$ cat src/rtl/arch_reg_read_responder_pkg.sv
// Shared CPU definitions for the debug-side architectural register read port.
`ifndef ARCH_REG_NUM_WIDTH
`define ARCH_REG_NUM_WIDTH 5
`endif
`ifndef ARCH_REG_NUM
`define ARCH_REG_NUM 32
`endif
`ifndef PHYS_REG_NUM_WIDTH
`define PHYS_REG_NUM_WIDTH 6
`endif
`ifndef REG_VAL_WIDTH
`define REG_VAL_WIDTH 32
`endif

package arch_reg_read_responder_pkg;

  typedef enum logic [2:0] {
    IDLE   = 3'd0,
    LOOKUP = 3'd1,
    READ   = 3'd2,
    WAIT   = 3'd3,
    RESP   = 3'd4
  } arr_state_e;

  localparam int ARR_DEF_TMO_CYC = 16;

  // Width of a counter that must reach tmo-1; never narrower than one bit.
  function automatic int stall_cnt_w(input int tmo);
    return (tmo > 2) ? $clog2(tmo) : 1;
  endfunction

endpackage

$ cat src/rtl/arch_reg_read_if.sv
// Request/response bundle between the debug front-end and the register read responder.
`ifndef ARCH_REG_NUM_WIDTH
`define ARCH_REG_NUM_WIDTH 5
`endif
`ifndef REG_VAL_WIDTH
`define REG_VAL_WIDTH 32
`endif

interface ARCH_REG_READ_IF #(
  parameter int ARCH_W = `ARCH_REG_NUM_WIDTH,
  parameter int VAL_W  = `REG_VAL_WIDTH
);
  logic              rd_en;
  logic [ARCH_W-1:0] read_red_addr_req;
  logic              read_valid;
  logic [VAL_W-1:0]  read_value;

  modport slave (
    input  rd_en,
    input  read_red_addr_req,
    output read_valid,
    output read_value
  );

  modport master (
    output rd_en,
    output read_red_addr_req,
    input  read_valid,
    input  read_value
  );
endinterface

$ cat src/rtl/arch_reg_read_responder.sv
// Reads a committed architectural register: RAT lookup, then PRF read with a bounded
// wait on prf_rd_ready; response held in RESP until the requester drops rd_en.
`ifndef ARCH_REG_NUM_WIDTH
`define ARCH_REG_NUM_WIDTH 5
`endif
`ifndef PHYS_REG_NUM_WIDTH
`define PHYS_REG_NUM_WIDTH 6
`endif
`ifndef REG_VAL_WIDTH
`define REG_VAL_WIDTH 32
`endif

module arch_reg_read_responder
  import arch_reg_read_responder_pkg::*;
#(
  parameter int ARCH_W  = `ARCH_REG_NUM_WIDTH,
  parameter int PHYS_W  = `PHYS_REG_NUM_WIDTH,
  parameter int VAL_W   = `REG_VAL_WIDTH,
  parameter int TMO_CYC = ARR_DEF_TMO_CYC
) (
  input  logic              clk,
  input  logic              reset,
  ARCH_REG_READ_IF.slave    ARCH_REG_READ_if,
  input  logic              quiesced,
  output logic [ARCH_W-1:0] rat_lookup_arch,
  input  logic [PHYS_W-1:0] rat_lookup_phys,
  output logic              prf_rd_en,
  output logic [PHYS_W-1:0] prf_rd_addr,
  input  logic              prf_rd_ready,
  input  logic [VAL_W-1:0]  prf_rd_data,
  output logic              rsp_timeout
);

  localparam int CNT_W = stall_cnt_w(TMO_CYC);
  localparam logic [CNT_W-1:0] STALL_LAST = CNT_W'(TMO_CYC - 1);

  arr_state_e        state_q;
  logic [ARCH_W-1:0] arch_q;
  logic [PHYS_W-1:0] tag_q;
  logic [CNT_W-1:0]  stall_q;
  logic [CNT_W-1:0]  stall_d;
  logic              read_valid_q;
  logic [VAL_W-1:0]  read_value_q;
  logic              rsp_timeout_q;
  logic              prf_rd_en_q;

  logic              rd_en;
  logic [ARCH_W-1:0] req_addr;

  assign rd_en    = ARCH_REG_READ_if.rd_en;
  assign req_addr = ARCH_REG_READ_if.read_red_addr_req;
  assign stall_d  = stall_q + 1'b1;

  always_ff @(posedge clk) begin
    if (reset) begin
      state_q       <= IDLE;
      arch_q        <= '0;
      tag_q         <= '0;
      stall_q       <= '0;
      read_valid_q  <= 1'b0;
      read_value_q  <= '0;
      rsp_timeout_q <= 1'b0;
      prf_rd_en_q   <= 1'b0;
    end else begin
      unique case (state_q)
        IDLE: begin
          // A request seen while the pipeline is still draining simply waits here.
          if (rd_en && quiesced) begin
            arch_q <= req_addr;
            if (req_addr == '0) begin
              read_value_q  <= '0;
              rsp_timeout_q <= 1'b0;
              read_valid_q  <= 1'b1;
              state_q       <= RESP;
            end else begin
              state_q <= LOOKUP;
            end
          end
        end

        LOOKUP: begin
          if (!rd_en) begin
            state_q <= IDLE;
          end else begin
            tag_q       <= rat_lookup_phys;
            stall_q     <= '0;
            prf_rd_en_q <= 1'b1;
            state_q     <= READ;
          end
        end

        READ: begin
          // Abort wins over ready, and ready wins over the timeout on the last cycle.
          if (!rd_en) begin
            prf_rd_en_q <= 1'b0;
            state_q     <= IDLE;
          end else if (prf_rd_ready) begin
            prf_rd_en_q <= 1'b0;
            state_q     <= WAIT;
          end else if (stall_q == STALL_LAST) begin
            prf_rd_en_q   <= 1'b0;
            read_value_q  <= '0;
            rsp_timeout_q <= 1'b1;
            read_valid_q  <= 1'b1;
            state_q       <= RESP;
          end else begin
            stall_q <= stall_d;
          end
        end

        WAIT: begin
          if (!rd_en) begin
            state_q <= IDLE;
          end else begin
            read_value_q  <= prf_rd_data;
            rsp_timeout_q <= 1'b0;
            read_valid_q  <= 1'b1;
            state_q       <= RESP;
          end
        end

        RESP: begin
          if (!rd_en) begin
            read_valid_q  <= 1'b0;
            rsp_timeout_q <= 1'b0;
            state_q       <= IDLE;
          end
        end

        default: begin
          prf_rd_en_q  <= 1'b0;
          read_valid_q <= 1'b0;
          state_q      <= IDLE;
        end
      endcase
    end
  end

  assign ARCH_REG_READ_if.read_valid = read_valid_q;
  assign ARCH_REG_READ_if.read_value = read_value_q;
  assign rat_lookup_arch             = arch_q;
  assign prf_rd_en                   = prf_rd_en_q;
  assign prf_rd_addr                 = tag_q;
  assign rsp_timeout                 = rsp_timeout_q;

endmodule
$ cat src/flat_wrapper.sv
// flat-port wrapper written by rule: the top's interface ports become plain ports
module arch_reg_read_responder_flat import arch_reg_read_responder_pkg::*;
#(
  parameter int ARCH_W  = `ARCH_REG_NUM_WIDTH,
  parameter int PHYS_W  = `PHYS_REG_NUM_WIDTH,
  parameter int VAL_W   = `REG_VAL_WIDTH,
  parameter int TMO_CYC = ARR_DEF_TMO_CYC
)
  (clk, reset, quiesced, rat_lookup_arch, rat_lookup_phys, prf_rd_en, prf_rd_addr, prf_rd_ready, prf_rd_data, rsp_timeout, ARCH_REG_READ_if_rd_en, ARCH_REG_READ_if_read_red_addr_req, ARCH_REG_READ_if_read_valid, ARCH_REG_READ_if_read_value);
  ARCH_REG_READ_IF #(.ARCH_W(ARCH_W), .VAL_W(VAL_W)) ARCH_REG_READ_if_i ();
  input  logic clk;
  input  logic reset;
  input  logic quiesced;
  output logic [ARCH_W-1:0] rat_lookup_arch;
  input  logic [PHYS_W-1:0] rat_lookup_phys;
  output logic prf_rd_en;
  output logic [PHYS_W-1:0] prf_rd_addr;
  input  logic prf_rd_ready;
  input  logic [VAL_W-1:0] prf_rd_data;
  output logic rsp_timeout;
  input wire logic [$bits(ARCH_REG_READ_if_i.rd_en)-1:0] ARCH_REG_READ_if_rd_en;
  input wire logic [$bits(ARCH_REG_READ_if_i.read_red_addr_req)-1:0] ARCH_REG_READ_if_read_red_addr_req;
  output wire logic [$bits(ARCH_REG_READ_if_i.read_valid)-1:0] ARCH_REG_READ_if_read_valid;
  output wire logic [$bits(ARCH_REG_READ_if_i.read_value)-1:0] ARCH_REG_READ_if_read_value;
  assign ARCH_REG_READ_if_i.rd_en = ARCH_REG_READ_if_rd_en;
  assign ARCH_REG_READ_if_i.read_red_addr_req = ARCH_REG_READ_if_read_red_addr_req;
  assign ARCH_REG_READ_if_read_valid = ARCH_REG_READ_if_i.read_valid;
  assign ARCH_REG_READ_if_read_value = ARCH_REG_READ_if_i.read_value;
  arch_reg_read_responder #(.ARCH_W(ARCH_W), .PHYS_W(PHYS_W), .VAL_W(VAL_W), .TMO_CYC(TMO_CYC)) u_core (.clk(clk), .reset(reset), .ARCH_REG_READ_if(ARCH_REG_READ_if_i), .quiesced(quiesced), .rat_lookup_arch(rat_lookup_arch), .rat_lookup_phys(rat_lookup_phys), .prf_rd_en(prf_rd_en), .prf_rd_addr(prf_rd_addr), .prf_rd_ready(prf_rd_ready), .prf_rd_data(prf_rd_data), .rsp_timeout(rsp_timeout));
endmodule
$ cat config.mk
export PLATFORM = sky130hd
export DESIGN_NAME = arch_reg_read_responder_flat
export DESIGN_NICKNAME = d
export VERILOG_FILES = /design/src/rtl/arch_reg_read_responder_pkg.sv /design/src/rtl/arch_reg_read_if.sv /design/src/rtl/arch_reg_read_responder.sv /design/src/flat_wrapper.sv
export SDC_FILE = /design/constraint.sdc
export NUM_CORES = 1
export LEC_CHECK = 0
export ABC_AREA = 1
export ABC_CLOCK_PERIOD_IN_PS = 2400
export BUFFER_PORTS_ARGS = -buffer_cell sky130_fd_sc_hd__buf_2
export CAP_MARGIN = 20
export CORE_MARGIN = 4
export CORE_UTILIZATION = 45
export DETAILED_ROUTE_END_ITERATION = 8
export GPL_ROUTABILITY_DRIVEN = 1
export PLACE_DENSITY = 0.84
export SYNTH_ARGS = -nofsm -noshare
export SYNTH_HDL_FRONTEND = slang
export SYNTH_SLANG_ARGS = --single-unit
$ cat constraint.sdc
create_clock -name clk -period 2.4 [get_ports clk]
set_clock_uncertainty 0.05 [all_clocks]
set_input_delay 0.24 -clock clk [delete_from_list [all_inputs] [get_ports clk]]
set_output_delay 0.24 -clock clk [all_outputs]
set_load 0.005 [all_outputs]
## Word-level counts from Yosys, hierarchy flattened

Cells that the tools add are included.

| word-level totals | value |
|---|---|
| flip-flop bits (word level) | 53 |
| input port bits | 48 |

| cells by class | value |
|---|---|
| add/subtract/negate cells | 1 |
| equality and inequality tests | 15 |
| multiplexer cells | 37 |
| bitwise logic cells | 2 |
| reductions and logical operators | 15 |

Operators with widths:

| cell | number |
|---|---|
| 32-bit 2-to-1 mux | 6 |
| 32-bit case mux with 3 select lines | 1 |
| 3-bit 2-to-1 mux | 7 |
| 4-bit 2-to-1 mux | 4 |
| 8-bit AND reduction | 2 |
| 3-bit case mux with 5 select lines | 1 |
| 1-bit 2-to-1 mux | 13 |
| 2-bit != test (second input constant) | 6 |
| 4-bit case mux with 2 select lines | 1 |
| 7-bit AND reduction | 1 |
| 3-bit by 2-bit == test with 1-bit output (second input constant) | 2 |
| 2-bit by 1-bit != test with 1-bit output (second input constant) | 3 |
| 3-bit AND reduction | 2 |
| 5-bit logical NOT | 1 |
| 1-bit case mux with 5 select lines | 1 |
| 5-bit AND reduction | 1 |
| 4-bit by 1-bit adder with 4-bit output (second input constant) | 1 |
| 4-bit == test (second input constant) | 1 |
| 4-bit by 3-bit != test with 1-bit output (second input constant) | 1 |
| 1-bit case mux with 4 select lines | 1 |
| 2-bit AND reduction | 2 |
| 4-bit nonzero test | 1 |
| 3-bit by 1-bit == test with 1-bit output (second input constant) | 1 |
| 3-bit == test (second input constant) | 1 |
| other kinds (8) | 9 |

## Longest topological paths before layout

| logic depth | value |
|---|---|
| word-level depth | 5 |
| gate-level depth with buffers | 10 |
| gate-level depth less buffers | 9 |

## Worst setup path after synthesis

OpenSTA, ideal clock, no wires.

| path | value |
|---|---|
| path type | flip-flop to flip-flop |
| from | register u_core.stall_q[0] |
| to | register u_core.read_value_q[1] (netlist: u_core.ARCH_REG_READ_if.read_value[1]) |
| data arrival time | 1.337 ns |
| data required time | 2.237 ns |
| slack | 0.900 ns |
| cell stages (with the launch flop) | 10 |
| clock period less this slack | 1.500 ns |
| path through | dfxtp_1 ha_1 nand3_1 o21ai_2 nand2_4 nor2_8 buf_6 nand2_1 nand2_1 nor2_1 |

| on the way | value |
|---|---|
| cells in the longest elaborated chain, start to end | 3 |

RTL lines:

| element | RTL line | source |
|---|---|---|
| from (decl) | arch_reg_read_responder.sv:40 | `logic [CNT_W-1:0] stall_q;` |
| from (signal assigned) | arch_reg_read_responder.sv:107 | `stall_q <= stall_d;` |
| 4-bit == test | arch_reg_read_responder.sv:100 | `end else if (stall_q == STALL_LAST) begin` |
| 2-bit by 1-bit != test with 1-bit output (no line) | - |  |
| 7-bit AND reduction (no line) | - |  |
| to (signal assigned) | arch_reg_read_responder.sv:115 | `read_value_q <= prf_rd_data;` |
| to (decl) | arch_reg_read_responder.sv:43 | `logic [VAL_W-1:0] read_value_q;` |

Every way passes these cells.
A chain may end at the register's enable or synchronous reset.

## Final worst setup path

| path | value |
|---|---|
| from | register u_core.stall_q[0] |
| to | register u_core.read_value_q[19] (netlist: u_core.ARCH_REG_READ_if.read_value[19]) |

Same word-level chain as after synthesis.

==> implementation parameters <==
Parameter                              Value

Status
  Outcome    finished, final reports clean

Die
  Die area    6810 µm²
  Boundary Pins    94
  Height of the die    82.5 µm
  Starting density of the core    47.7%
  Placeable Area    5240 µm²
  Num rows    26
  Width of the die    82.5 µm

Routing
  Residual antenna-violating net count after detailed routing    0
  DR vias    2458
  Residual DRC    0
  TritonRoute pass-1 iters    6
  Vias per std cell    4.59
  Average wire per cell in the routed design    10.9 µm
  Total length of routed wires    5.85 mm
  Initial DRC Count    122

Pwr
  Leakage power    1.58 nW
  Peak supply drop    310 µV
  Power per unit of standard cell area    614 nW/µm²
  Total power consumption of the routed design    0.00186 W

STA
  Post-route fraction of the period consumed by the critical path    80.5%
  Sum of negative setup slack    0 ns
  Unrepaired setup endpoints after global routing    false
  Max transition margin    60.0%
  Final Slew Violations    0
  Final Hold Viols    0
  Min Tclk post-route    1.93 ns
  Number of failing setup endpoints in the final timing report    0
  Tightest Pin Transition    0.600 ns
  Max frequency    0.517 GHz
  Smallest hold slack    0.138 ns

Worst setup path
  Reg-to-Reg Start    u_core.stall_q[0]$_SDFFE_PP0P_
  Type of element capturing the critical path    register
  Type of the worst setup path    reg2reg
  Worst EP required    2.56 ns
  Crit path from    u_core.stall_q[0]$_SDFFE_PP0P_
  Arr. time, crit path    2.09 ns
  Crit path launch type    register
  Largest fanout of any net on the critical path    50

Cells and area
  Fin cells    535
  Number of nets in the final layout    513
  End-of-flow core utilization    58.0%
  Ratio of cells with drive above 1 in the final layout    25.6%
  Leading cell types in the layout, fill and taps excluded    sky130_fd_sc_hd__nand2_1, sky130_fd_sc_hd__nor2_1, sky130_fd_sc_hd__buf_2
  Synthesis-to-layout area growth    21.6%
  Commonest non-fill, non-tap cell in the layout    sky130_fd_sc_hd__nand2_1
  Number of diodes added for antenna fixing    0

Clocking
  Max H-tree Level    2
  CTS hold repair buffers    0
  TritonCTS clock tree    done
  Count of buffers added by post-CTS timing repair for setup    0
  Cts bufs inserted    5
  Cells resized by post-CTS repair    0
  Number of buffers between clock root and the deepest sink    2
  Insertion delay of the later-clocked pin in the worst-skew pair    0.30 ns
  Root cell of the clock tree    sky130_fd_sc_hd__clkbuf_8
  TritonCTS Sinks    53
  Clock slew at reported path FFs    0.09 ns

Placed design
  Number of cells in the design after placement    527
  Routability congestion estimate from global placement    0.833
  Sum of net half-perimeters after detailed placement    4.38 mm
  Buffers added on ports    93

Min path
  Worst hold path type    in2reg
  Startpoint of the lowest-slack hold path    rat_lookup_phys[0]

Global routing
  Global Route Usage Sum    17.7%
  Global route total overflow    0
  Pin count of the biggest net entering global routing    51
  Antenna violations before repair    0
  Wire length of the first global-routing pass    9.42 mm
  Via count of the first global-routing pass    2254

Synthesis
  Register area share after synthesis    42.5%
  Netlist Area Pre-Place    2500 µm²
  Post-synthesis net count    426
  Number of synthesized register bits    53
  Number of instances in the synthesized netlist    377
  Post-Syn Area per Cell    6.62 µm²
  Yosys warning total    0
  Count of distinct cell types in the synthesized netlist    27

Flow run
  Max capacitance violation total    0
[routing by layer]
| layer | global-route usage (%) | share of wire [%] | vias up |
|---|---|---|---|
| li1 | - | - | 1316 |
| met1 | 19.8 | 42 | 1076 |
| met2 | 32.7 | 51 | 57 |
| met3 | 4.01 | 5.5 | 9 |
| met4 | 5.72 | 1.5 | 0 |
| met5 | 0 | 0 | - |
[layout make-up]
type,count,area (µm²)
well taps,70,87.6
clock buffers,6,72.6
flip-flops and latches,53,1060
repair buffers,94,473
inverters,33,124
clock inverters,2,13.8
fillers,527,2200
multi-input cells,277,1200
[metrics by stage]
stage / setup WS (ns) / area, µm²
after floorplan: 0.900 / 2500
after global placement: 0.572 / 2950
after detailed placement: 0.497 / 2950
after CTS: 0.475 / 3040
after global routing: 0.279 / 3040
final: 0.467 / 3040
[synth_stat cells, drive strengths merged]
cell type    n  area [µm²]
xnor2        1        8.76
xor2         1        8.76
nor2       111         448
dfxtp       53        1060
nand3       14        92.6
clkbuf       4        15.0
o211ai       2        15.0
nor3         1        10.0
a21oi       10        50.1
buf         10        92.6
nand2      119         467
nand4        3        18.8
o21ai       14        73.8
ha           1        12.5
inv         33         124
[worst max-delay path: stages, from the launching register on]
cell and delay (ns):
sky130_fd_sc_hd__dfxtp_1 0.39, sky130_fd_sc_hd__ha_1 0.20, sky130_fd_sc_hd__nand3_1 0.14, sky130_fd_sc_hd__o21ai_2 0.20, sky130_fd_sc_hd__nand2_4 0.10, sky130_fd_sc_hd__nor2_8 0.49, sky130_fd_sc_hd__nand2_1 0.11, sky130_fd_sc_hd__nand2_1 0.09
sky130_fd_sc_hd__nor2_1 0.05
[kinds of logic (layout without fill, tap and decap cells)]
group | count (synthesis) | count (layout) | share of synthesized area [%]
AOI/OAI and AO/OA | 26 | 26 | 5.56
xor gates and xnor gates | 2 | 2 | 0.702
adders and majority gates | 1 | 1 | 0.501
buffers and inverters | 47 | 135 | 9.27
DFF | 53 | 53 | 42.5
and+or+nand+nor | 248 | 248 | 41.5
[worst paths after layout]
check	endpoint	slack, ns	depth (start not counted)
max	u_core.ARCH_REG_READ_if.read_value[19]$_SDFFE_PP0P_	0.47	8
min	u_core.prf_rd_addr[0]$_SDFFE_PP0P_	0.14	3
max reg2reg	u_core.ARCH_REG_READ_if.read_value[19]$_SDFFE_PP0P_	0.47	8
min reg2reg	u_core.rat_lookup_arch[4]$_SDFFE_PP0P_	0.40	2
[power by group]
group	internal (W)	switching, W	total (W)
combinational	0.000158	0.000222	0.000379
clock	0.000208	0.000288	0.000497
sequential	0.000949	0.0000381	0.000987
total	0.00132	0.000548	0.00186
[sequential cells by signal (all words and copies together) (netlist names)]
signal and cells:
u_core.ARCH_REG_READ_if.read_valid 1, u_core.ARCH_REG_READ_if.read_value 32, u_core.prf_rd_addr 6, u_core.prf_rd_en 1, u_core.rat_lookup_arch 5, u_core.rsp_timeout 1, u_core.stall_q 4, u_core.state_q 3
Note: power is estimated with default switching activity, not from simulation.
